File: src/rtl/btn_pkg.sv
// btn_pkg
// Shared constants for the push-button conditioner.
//   CLK_HZ                  : system clock frequency the defaults assume (50 MHz)
//   DEBOUNCE_CYCLES_DEFAULT : 10 ms of stable input before a level is accepted
//   LONG_CYCLES_DEFAULT     : 1 s of continuous press before a long-press event
//   ms_to_cycles()          : converts milliseconds to clock cycles at CLK_HZ
// Long-press logic elsewhere is built only when BTN_LONG_PRESS_EN is defined.

package btn_pkg;

    localparam int CLK_HZ = 50000000;

    // Milliseconds to clock cycles at CLK_HZ.
    // The divide happens first so that ms * CLK_HZ cannot overflow 32 bits.
    function automatic int ms_to_cycles(input int ms);
        return ms * (CLK_HZ / 1000);
    endfunction

    localparam int DEBOUNCE_CYCLES_DEFAULT = ms_to_cycles(10);
    localparam int LONG_CYCLES_DEFAULT     = ms_to_cycles(1000);

endpackage

File: src/rtl/btn_channel.sv
// btn_channel
// One button: 2-flop synchronizer, debounce counter, press/release pulses,
// toggle state and (when BTN_LONG_PRESS_EN is defined) a long-press pulse.
// Ports:
//   clk           : system clock, rising edge
//   rst           : synchronous active-high reset
//   btn           : raw asynchronous button pin, 1 = pressed
//   level         : debounced level
//   press_pulse   : one-cycle pulse when level goes 0->1
//   release_pulse : one-cycle pulse when level goes 1->0
//   toggle        : inverts on every press
//   long_pulse    : one-cycle pulse after LONG_CYCLES-1 edges of accepted press
//                   (constant 0 without BTN_LONG_PRESS_EN)

module btn_channel
    import btn_pkg::*;
#(
    parameter int DEBOUNCE_CYCLES = DEBOUNCE_CYCLES_DEFAULT,
    parameter int LONG_CYCLES     = LONG_CYCLES_DEFAULT
) (
    input  logic clk,
    input  logic rst,
    input  logic btn,
    output logic level,
    output logic press_pulse,
    output logic release_pulse,
    output logic toggle,
    output logic long_pulse
);

    localparam int CW = (DEBOUNCE_CYCLES > 1) ? $clog2(DEBOUNCE_CYCLES) : 1;

    logic          s1;
    logic          s2;
    logic          stable;
    logic [CW-1:0] cnt;

    // Two-flop synchronizer bringing the raw pin into the clock domain.
    // Both flops are reset so a button held through reset looks like a
    // fresh press once reset is released.
    always_ff @(posedge clk) begin
        if (rst) begin
            s1 <= 1'b0;
            s2 <= 1'b0;
        end else begin
            s1 <= btn;
            s2 <= s1;
        end
    end

    // Debounce: the synchronized value must differ from the accepted level
    // for DEBOUNCE_CYCLES consecutive edges before it is taken. Any return to
    // the accepted level restarts the count, so cnt never exceeds
    // DEBOUNCE_CYCLES-1. Event pulses and the toggle are registered on the
    // same edge that updates the accepted level.
    always_ff @(posedge clk) begin
        if (rst) begin
            stable        <= 1'b0;
            cnt           <= '0;
            press_pulse   <= 1'b0;
            release_pulse <= 1'b0;
            toggle        <= 1'b0;
        end else begin
            press_pulse   <= 1'b0;
            release_pulse <= 1'b0;
            if (s2 == stable) begin
                cnt <= '0;
            end else if (cnt == CW'(DEBOUNCE_CYCLES - 1)) begin
                stable <= s2;
                cnt    <= '0;
                if (s2) begin
                    press_pulse <= 1'b1;
                    toggle      <= ~toggle;
                end else begin
                    release_pulse <= 1'b1;
                end
            end else begin
                cnt <= cnt + CW'(1);
            end
        end
    end

    assign level = stable;

`ifdef BTN_LONG_PRESS_EN
    localparam int HW = (LONG_CYCLES > 1) ? $clog2(LONG_CYCLES) : 1;

    logic [HW-1:0] hcnt;

    // Hold counter: counts edges while the accepted level is high and
    // saturates at LONG_CYCLES-1. The pulse is raised only on the step into
    // saturation, so a long hold gives exactly one event and no repeat.
    always_ff @(posedge clk) begin
        if (rst) begin
            hcnt       <= '0;
            long_pulse <= 1'b0;
        end else begin
            long_pulse <= 1'b0;
            if (!stable) begin
                hcnt <= '0;
            end else if (hcnt != HW'(LONG_CYCLES - 1)) begin
                hcnt <= hcnt + HW'(1);
                if (hcnt == HW'(LONG_CYCLES - 2)) begin
                    long_pulse <= 1'b1;
                end
            end
        end
    end
`else
    assign long_pulse = 1'b0;
`endif

endmodule

File: src/rtl/btn_conditioner.sv
// btn_conditioner
// Conditions N_BTN raw push-button pins into clean levels and events.
// Each button is handled by an independent btn_channel.
// Ports:
//   clk         : system clock, rising edge
//   rst         : synchronous active-high reset
//   btn         : raw button pins, 1 = pressed
//   btn_level   : debounced levels
//   btn_press   : one-cycle press pulses
//   btn_release : one-cycle release pulses
//   btn_toggle  : per-button toggle state, flips on each press
//   btn_long    : one-cycle long-press pulses; constant 0 unless
//                 BTN_LONG_PRESS_EN is defined

module btn_conditioner
    import btn_pkg::*;
#(
    parameter int N_BTN           = 3,
    parameter int DEBOUNCE_CYCLES = DEBOUNCE_CYCLES_DEFAULT,
    parameter int LONG_CYCLES     = LONG_CYCLES_DEFAULT
) (
    input  logic             clk,
    input  logic             rst,
    input  logic [N_BTN-1:0] btn,
    output logic [N_BTN-1:0] btn_level,
    output logic [N_BTN-1:0] btn_press,
    output logic [N_BTN-1:0] btn_release,
    output logic [N_BTN-1:0] btn_toggle,
    output logic [N_BTN-1:0] btn_long
);

    // One channel per button; channels share nothing but clock and reset.
    for (genvar i = 0; i < N_BTN; i++) begin : g_ch
        btn_channel #(
            .DEBOUNCE_CYCLES (DEBOUNCE_CYCLES),
            .LONG_CYCLES     (LONG_CYCLES)
        ) u_ch (
            .clk           (clk),
            .rst           (rst),
            .btn           (btn[i]),
            .level         (btn_level[i]),
            .press_pulse   (btn_press[i]),
            .release_pulse (btn_release[i]),
            .toggle        (btn_toggle[i]),
            .long_pulse    (btn_long[i])
        );
    end

endmodule

File: config.mk
export PLATFORM = sky130hd
export DESIGN_NAME = btn_conditioner
export DESIGN_NICKNAME = d
export VERILOG_FILES = /design/src/rtl/btn_pkg.sv /design/src/rtl/btn_channel.sv /design/src/rtl/btn_conditioner.sv
export SDC_FILE = /design/constraint.sdc
export NUM_CORES = 1
export LEC_CHECK = 0
export CAP_MARGIN = 0
export CORE_MARGIN = 3
export CORE_UTILIZATION = 36
export CTS_CLUSTER_DIAMETER = 50
export DETAILED_ROUTE_END_ITERATION = 10
export SETUP_SLACK_MARGIN = 0.2
export SKIP_CTS_REPAIR_TIMING = 1
export SLEW_MARGIN = 20
export SYNTH_ARGS = -nofsm -noshare
export SYNTH_HDL_FRONTEND = slang
export SYNTH_SLANG_ARGS = --single-unit
File: constraint.sdc
create_clock -name clk -period 4.58 [get_ports clk]
set_clock_uncertainty 0.15 [all_clocks]
set_input_delay 0.916 -clock clk [delete_from_list [all_inputs] [get_ports clk]]
set_output_delay 0.916 -clock clk [all_outputs]
set_load 0.005 [all_outputs]
-- After elaboration in Yosys (flattened, before gate mapping)
Cells that the tools add are included.
- bitwise operators: 9
- multiplexer cells: 6
- equality and inequality tests: 6
- reductions and logical operators: 12
- add/sub/neg operators: 3
- operators with widths (cell ; count):
    $add 19x1->19 const B ; 3
    $eq 19x19->1 const B ; 3
    $reduce_or 3->1 ; 6
    $not 1->1 ; 9
    $reduce_and 3->1 ; 3
    $mux 1 ; 6
    $reduce_and 2->1 ; 3
    $eq 1x1->1 ; 3
- output and inout port bits: 15
- bits in registers: 75
- logic and storage cells: 57
- bits of input ports: 5

-- Logic depth before layout (Yosys ltp)
- depth in word-level cells: 3
- gate-level depth with buffers: 7
- gate-level depth less buffers: 5

-- Cells and area by module
A second synthesis with hierarchy kept.
- cells, all modules: 381
- area total of the unflattened synthesis: 3532.1 sq um
- modules (own cells, without submodules) (module ; instances ; sequential area each (sq um) ; area an instance (sq um) ; cells an instance):
    btn_channel ; 3 ; 500.5 ; 1177.4 ; 127

-- Worst setup path before layout
OpenSTA, ideal clock, no wires.
- path type: register -> register
- start: reg g_ch[0].u_ch.cnt[14]
- end: reg g_ch[0].u_ch.cnt[11]
- path buffers: 1
- period minus slack after synthesis: 2.189 ns
- cell stages (with the launch flop): 6
- path slack: 2.391 ns
- arrival: 1.925 ns
- setup time: 0.115 ns
- data required time: 4.315 ns
- cells stage by stage: dfxtp_1 > or4b_4 > or4_4 > o21ai_2 > buf_4 > nor2_1
- word-level cells in the longest chain between the ends: 2
- ends and longest elaborated chain (item ; line ; text):
    from (decl) ; btn_channel.sv:36 ; logic [CW-1:0] cnt;
    from (signal assigned) ; btn_channel.sv:78 ; cnt <= cnt + CW'(1);
    $eq 19x19->1 ; btn_channel.sv:68 ; end else if (cnt == CW'(DEBOUNCE_CYCLES - 1)) begin
    $reduce_or 3->1 (no line) ; -- ;
Every way passes these cells.
A chain may end at the register's enable or synchronous reset.

-- Final worst setup path
- start: reg g_ch[0].u_ch.cnt[14]
- end: reg g_ch[0].u_ch.cnt[5]
The elaborated chain is that of the path after synthesis.

==> flow_summary_export.csv <==
group,metric,value,unit
drt,route.detailed.vias_per_inst,5.227,
yosys,synth_largest_area_cell,"sky130_fd_sc_hd__dfxtp_1",
yosys,synth_edf_count,0,
timing,unrepaired_setup_endpoints_after_global_routing,"false",
power_and_ir_drop,totalPowerFinal,1.220,mW
clock_network,clock_tree_from_tritoncts,"yes",
placement,place_hpwl,4399,um
grt,grt_antenna_before_repair,0,
yosys,synthTopCellsByArea,"sky130_fd_sc_hd__dfxtp_1 (45%), sky130_fd_sc_hd__nor2_1 (5.4%), sky130_fd_sc_hd__xnor2_1 (5.2%), sky130_fd_sc_hd__xor2_1 (4.7%), sky130_fd_sc_hd__buf_4 (3.8%)",
clock_network,cts.root.buffer_cell,"sky130_fd_sc_hd__clkbuf_8",
power_and_ir_drop,max-vdd-ir-drop,0.2272,mV
timing,worst_slew_pin_slew,0.7383,ns
floorplanning,die-area,0.01046,mm2
timing,finalHoldViolCount,0,
worst_setup_path,timing.critical_path.cells,"or4b_4 -> or4_4 -> o21ai_2 -> nor2_1",
cells_and_area,fillers,876,
grt,grt_start_max_net_pins,22,
yosys,synth.distinct_cells,36,
worst_hold_path,hold_path_end,"g_ch[2].u_ch.s2",
worst_setup_path,cp-start-kind,"flop",
worst_setup_path,required,4.63,ns
drt,routed-via-count,2598,
cells_and_area,area_growth,11.21,%
worst_setup_path,regToRegSetupSlack,2.07,ns
clock_network,path_clk_slew,0.09,ns
timing,max_freq,0.3982,GHz
yosys,postSynthCellCount,379,
cells_and_area,finalNetCount,393,
timing,max_slew_margin,0.5077,
drt,drt.antenna.violating_nets,0,
worst_setup_path,critical_path.max_fanout,18,
power_and_ir_drop,power_density,328.7,mW/mm2
yosys,yosysSeqAreaShare,0.4498,
yosys,mappedNetlistArea,0.003338,mm2
clock_network,clkSinkCount,75,
worst_setup_path,cpPeakStageDelay,0.60,ns
floorplanning,start_util,0.3773,
timing,slew_violations,0,
drt,wl_per_cell,12.57,um
power_and_ir_drop,leakage,1.067,nW
floorplanning,ioPinCount,20,
worst_setup_path,timing.critical_path.slowest_stage_cell,"sky130_fd_sc_hd__o21ai_2",
worst_hold_path,holdCritStartpoint,"g_ch[2].u_ch.s1",
yosys,synth_common_cells,"sky130_fd_sc_hd__dfxtp_1 (75), sky130_fd_sc_hd__nor2_1 (48), sky130_fd_sc_hd__nand3_1 (24)",
grt,grt_pass1_vias,2427,
grt,globalRoute.totalOverflow,0,
placement,place.gp.congestion,0.8175,
timing,final-setup-viol-count,0,
clock_network,clock_tree.buffer_depth,2,
worst_setup_path,crit_type,"flop to flop",
cells_and_area,antennaDiodeCount,0,
yosys,synthesis.area_per_instance,8.808,um2
grt,grt.total_usage,0.1292,
worst_setup_path,reg2regPathDepth,4,
placement,io_buf_count,16,
drt,dr.pass1.iters,4,
clock_network,htree_levels,3,
worst_setup_path,cp_num_buf_inv,0,
grt,wire_length_of_the_first_global_routing_pass,10790,um
yosys,synthDominantCellAreaShare,0.4498,
worst_setup_path,cp_arrival,2.56,ns
flow_run,cap_violations,0,
worst_hold_path,worstHoldPathType,"flop to flop",
placement,numPlacedInstances,482,
floorplanning,die_h,102.3,um
outcome,outcome,"finished, final reports clean",
yosys,yosys.cell_count.top_type,"sky130_fd_sc_hd__dfxtp_1",
floorplanning,fp.dieW,102.3,um
drt,wl,6248,um
yosys,yosys_register_bits,75,
cells_and_area,final_cells,497,
yosys,yosys_warnings,0,
worst_setup_path,r2r_start,"g_ch[0].u_ch.cnt[14]",
timing,period_minus_slack,2.511,ns
drt,drc,0,
worst_setup_path,critical_path.top_delay_family,"simple AND/OR/NAND/NOR gates",
cells_and_area,share_of_cells_above_drive_strength_1,0.06170,
worst_setup_path,critical_path.endpoint_type,"flop",
clock_network,worst_skew_pair.late_latency,0.35,ns
floorplanning,placementRows,34,
yosys,synthFlopType,"sky130_fd_sc_hd__dfxtp_1",
worst_setup_path,timing.rr.end,"g_ch[0].u_ch.cnt[5]",
yosys,synth_async_sr_flop_share,0,
floorplanning,core_area,0.008848,mm2
clock_network,tritoncts.num_buffers,9,
timing,fin_tns_setup,0,ns
drt,drt_first_iter_violations,65,
worst_hold_path,min_path_cells,1,
timing,period_share,0.5483,
## layout by cell type (no fill, tap or decap), types with 3 or more instances in the layout
cell                               n
sky130_fd_sc_hd__ha_1              3
sky130_fd_sc_hd__o31ai_1           9
sky130_fd_sc_hd__clkinvlp_4        3
sky130_fd_sc_hd__a21oi_1          21
sky130_fd_sc_hd__or4b_1            3
sky130_fd_sc_hd__inv_1             6
sky130_fd_sc_hd__or4_1            11
sky130_fd_sc_hd__clkdlybuf4s50_1  16
sky130_fd_sc_hd__and3_1            5
sky130_fd_sc_hd__nor2_1           48
sky130_fd_sc_hd__nand2b_1          6
sky130_fd_sc_hd__o21ai_0          10
sky130_fd_sc_hd__nand2_1          22
sky130_fd_sc_hd__and4_1            6
sky130_fd_sc_hd__nor4_1            9
sky130_fd_sc_hd__xor2_1           18
sky130_fd_sc_hd__dfxtp_1          75
sky130_fd_sc_hd__conb_1            3
sky130_fd_sc_hd__and2_1            3
sky130_fd_sc_hd__clkbuf_8          9
sky130_fd_sc_hd__nor2b_1           6
sky130_fd_sc_hd__nand3_1          24
sky130_fd_sc_hd__nor3_1           10
sky130_fd_sc_hd__or3_1            12
sky130_fd_sc_hd__xnor2_1          20
sky130_fd_sc_hd__nand4_1          14
## worst max path at each step
| stage | start | end | slack [ns] | cells after the start |
|---|---|---|---|---|
| 2_1_floorplan | g_ch[0].u_ch.cnt[14] | g_ch[0].u_ch.cnt[11] | 2.39 | 5 |
| 3_3_place_gp | rst | g_ch[1].u_ch.cnt[7] | 1.89 | 5 |
| 3_5_place_dp | g_ch[2].u_ch.cnt[11] | g_ch[2].u_ch.cnt[4] | 2.07 | 4 |
| 4_1_cts | g_ch[0].u_ch.cnt[14] | g_ch[0].u_ch.cnt[5] | 2.06 | 4 |
| 5_1_grt | g_ch[2].u_ch.cnt[11] | g_ch[2].u_ch.cnt[14] | 1.92 | 4 |
| 6_report | g_ch[0].u_ch.cnt[14] | g_ch[0].u_ch.cnt[5] | 2.07 | 4 |
## cell type report
| type | instances | area (um2) | area share |
|---|---|---|---|
| clock buffers | 9 | 123.9 | 0.03337 |
| clock inverters | 6 | 91.34 | 0.02460 |
| inverters | 6 | 22.52 | 0.006067 |
| multi-input cells | 276 | 1670 | 0.4499 |
| flip-flops and latches | 75 | 1501 | 0.4044 |
| well taps | 108 | 135.1 | 0.03640 |
| repair buffers | 17 | 167.7 | 0.04516 |
## worst register-to-register path, delay by kind of cell (launching register included)
kind             cells  cell delay [ns]
AO/OA/AOI/OAI        1             0.60
flip-flops           1             0.36
AND/OR/NAND/NOR      3             1.25
## per-layer routing
| metal | vias to the layer above | track usage | share of wire |
|---|---|---|---|
| met1 | 1219 | 0.1672 | 0.51 |
| met5 | - | 0 | 0 |
| li1 | 1342 | - | - |
| met2 | 31 | 0.2054 | 0.45 |
| met4 | 0 | 0.04339 | 0.0086 |
| met3 | 6 | 0.03959 | 0.031 |
## state kept, by name (all words and copies together) (netlist names)
register	count
g_ch.u_ch.s2	3
g_ch.u_ch.s1	3
g_ch.u_ch.toggle	3
g_ch.u_ch.release_pulse	3
g_ch.u_ch.level	3
g_ch.u_ch.press_pulse	3
g_ch.u_ch.cnt	57
## through the flow
stage | hold WS (ns) | util | setup slack (ns) | area, um2
after floorplan | 0.2638 | - | 2.391 | 3346
after CTS | 0.2948 | 0.4195 | 2.056 | 3712
after detailed placement | 0.2811 | 0.3952 | 2.075 | 3497
after global placement | 0.2716 | 0.3948 | 1.895 | 3493
final | 0.2900 | 0.4195 | 2.069 | 3712
after global routing | 0.3080 | 0.4195 | 1.923 | 3712
## logic make-up after synthesis
logic type / Yosys count / synth area share
simple gates: 188 / 0.3085
fa+ha+maj: 3 / 0.01125
flops: 75 / 0.4498
xor+xnor: 38 / 0.09970
compound gates: 44 / 0.07646
buf+inv: 30 / 0.05322
other cells: 1 / 0.001123
## power by group
group	switching [mW]	leakage, nW	internal (mW)
sequential	0.00168	0.605	0.655
combinational	0.00983	0.364	0.00659
clock	0.243	0.0975	0.304
total	0.254	1.07	0.966
No activity file was read; power rests on OpenSTA's default activity.
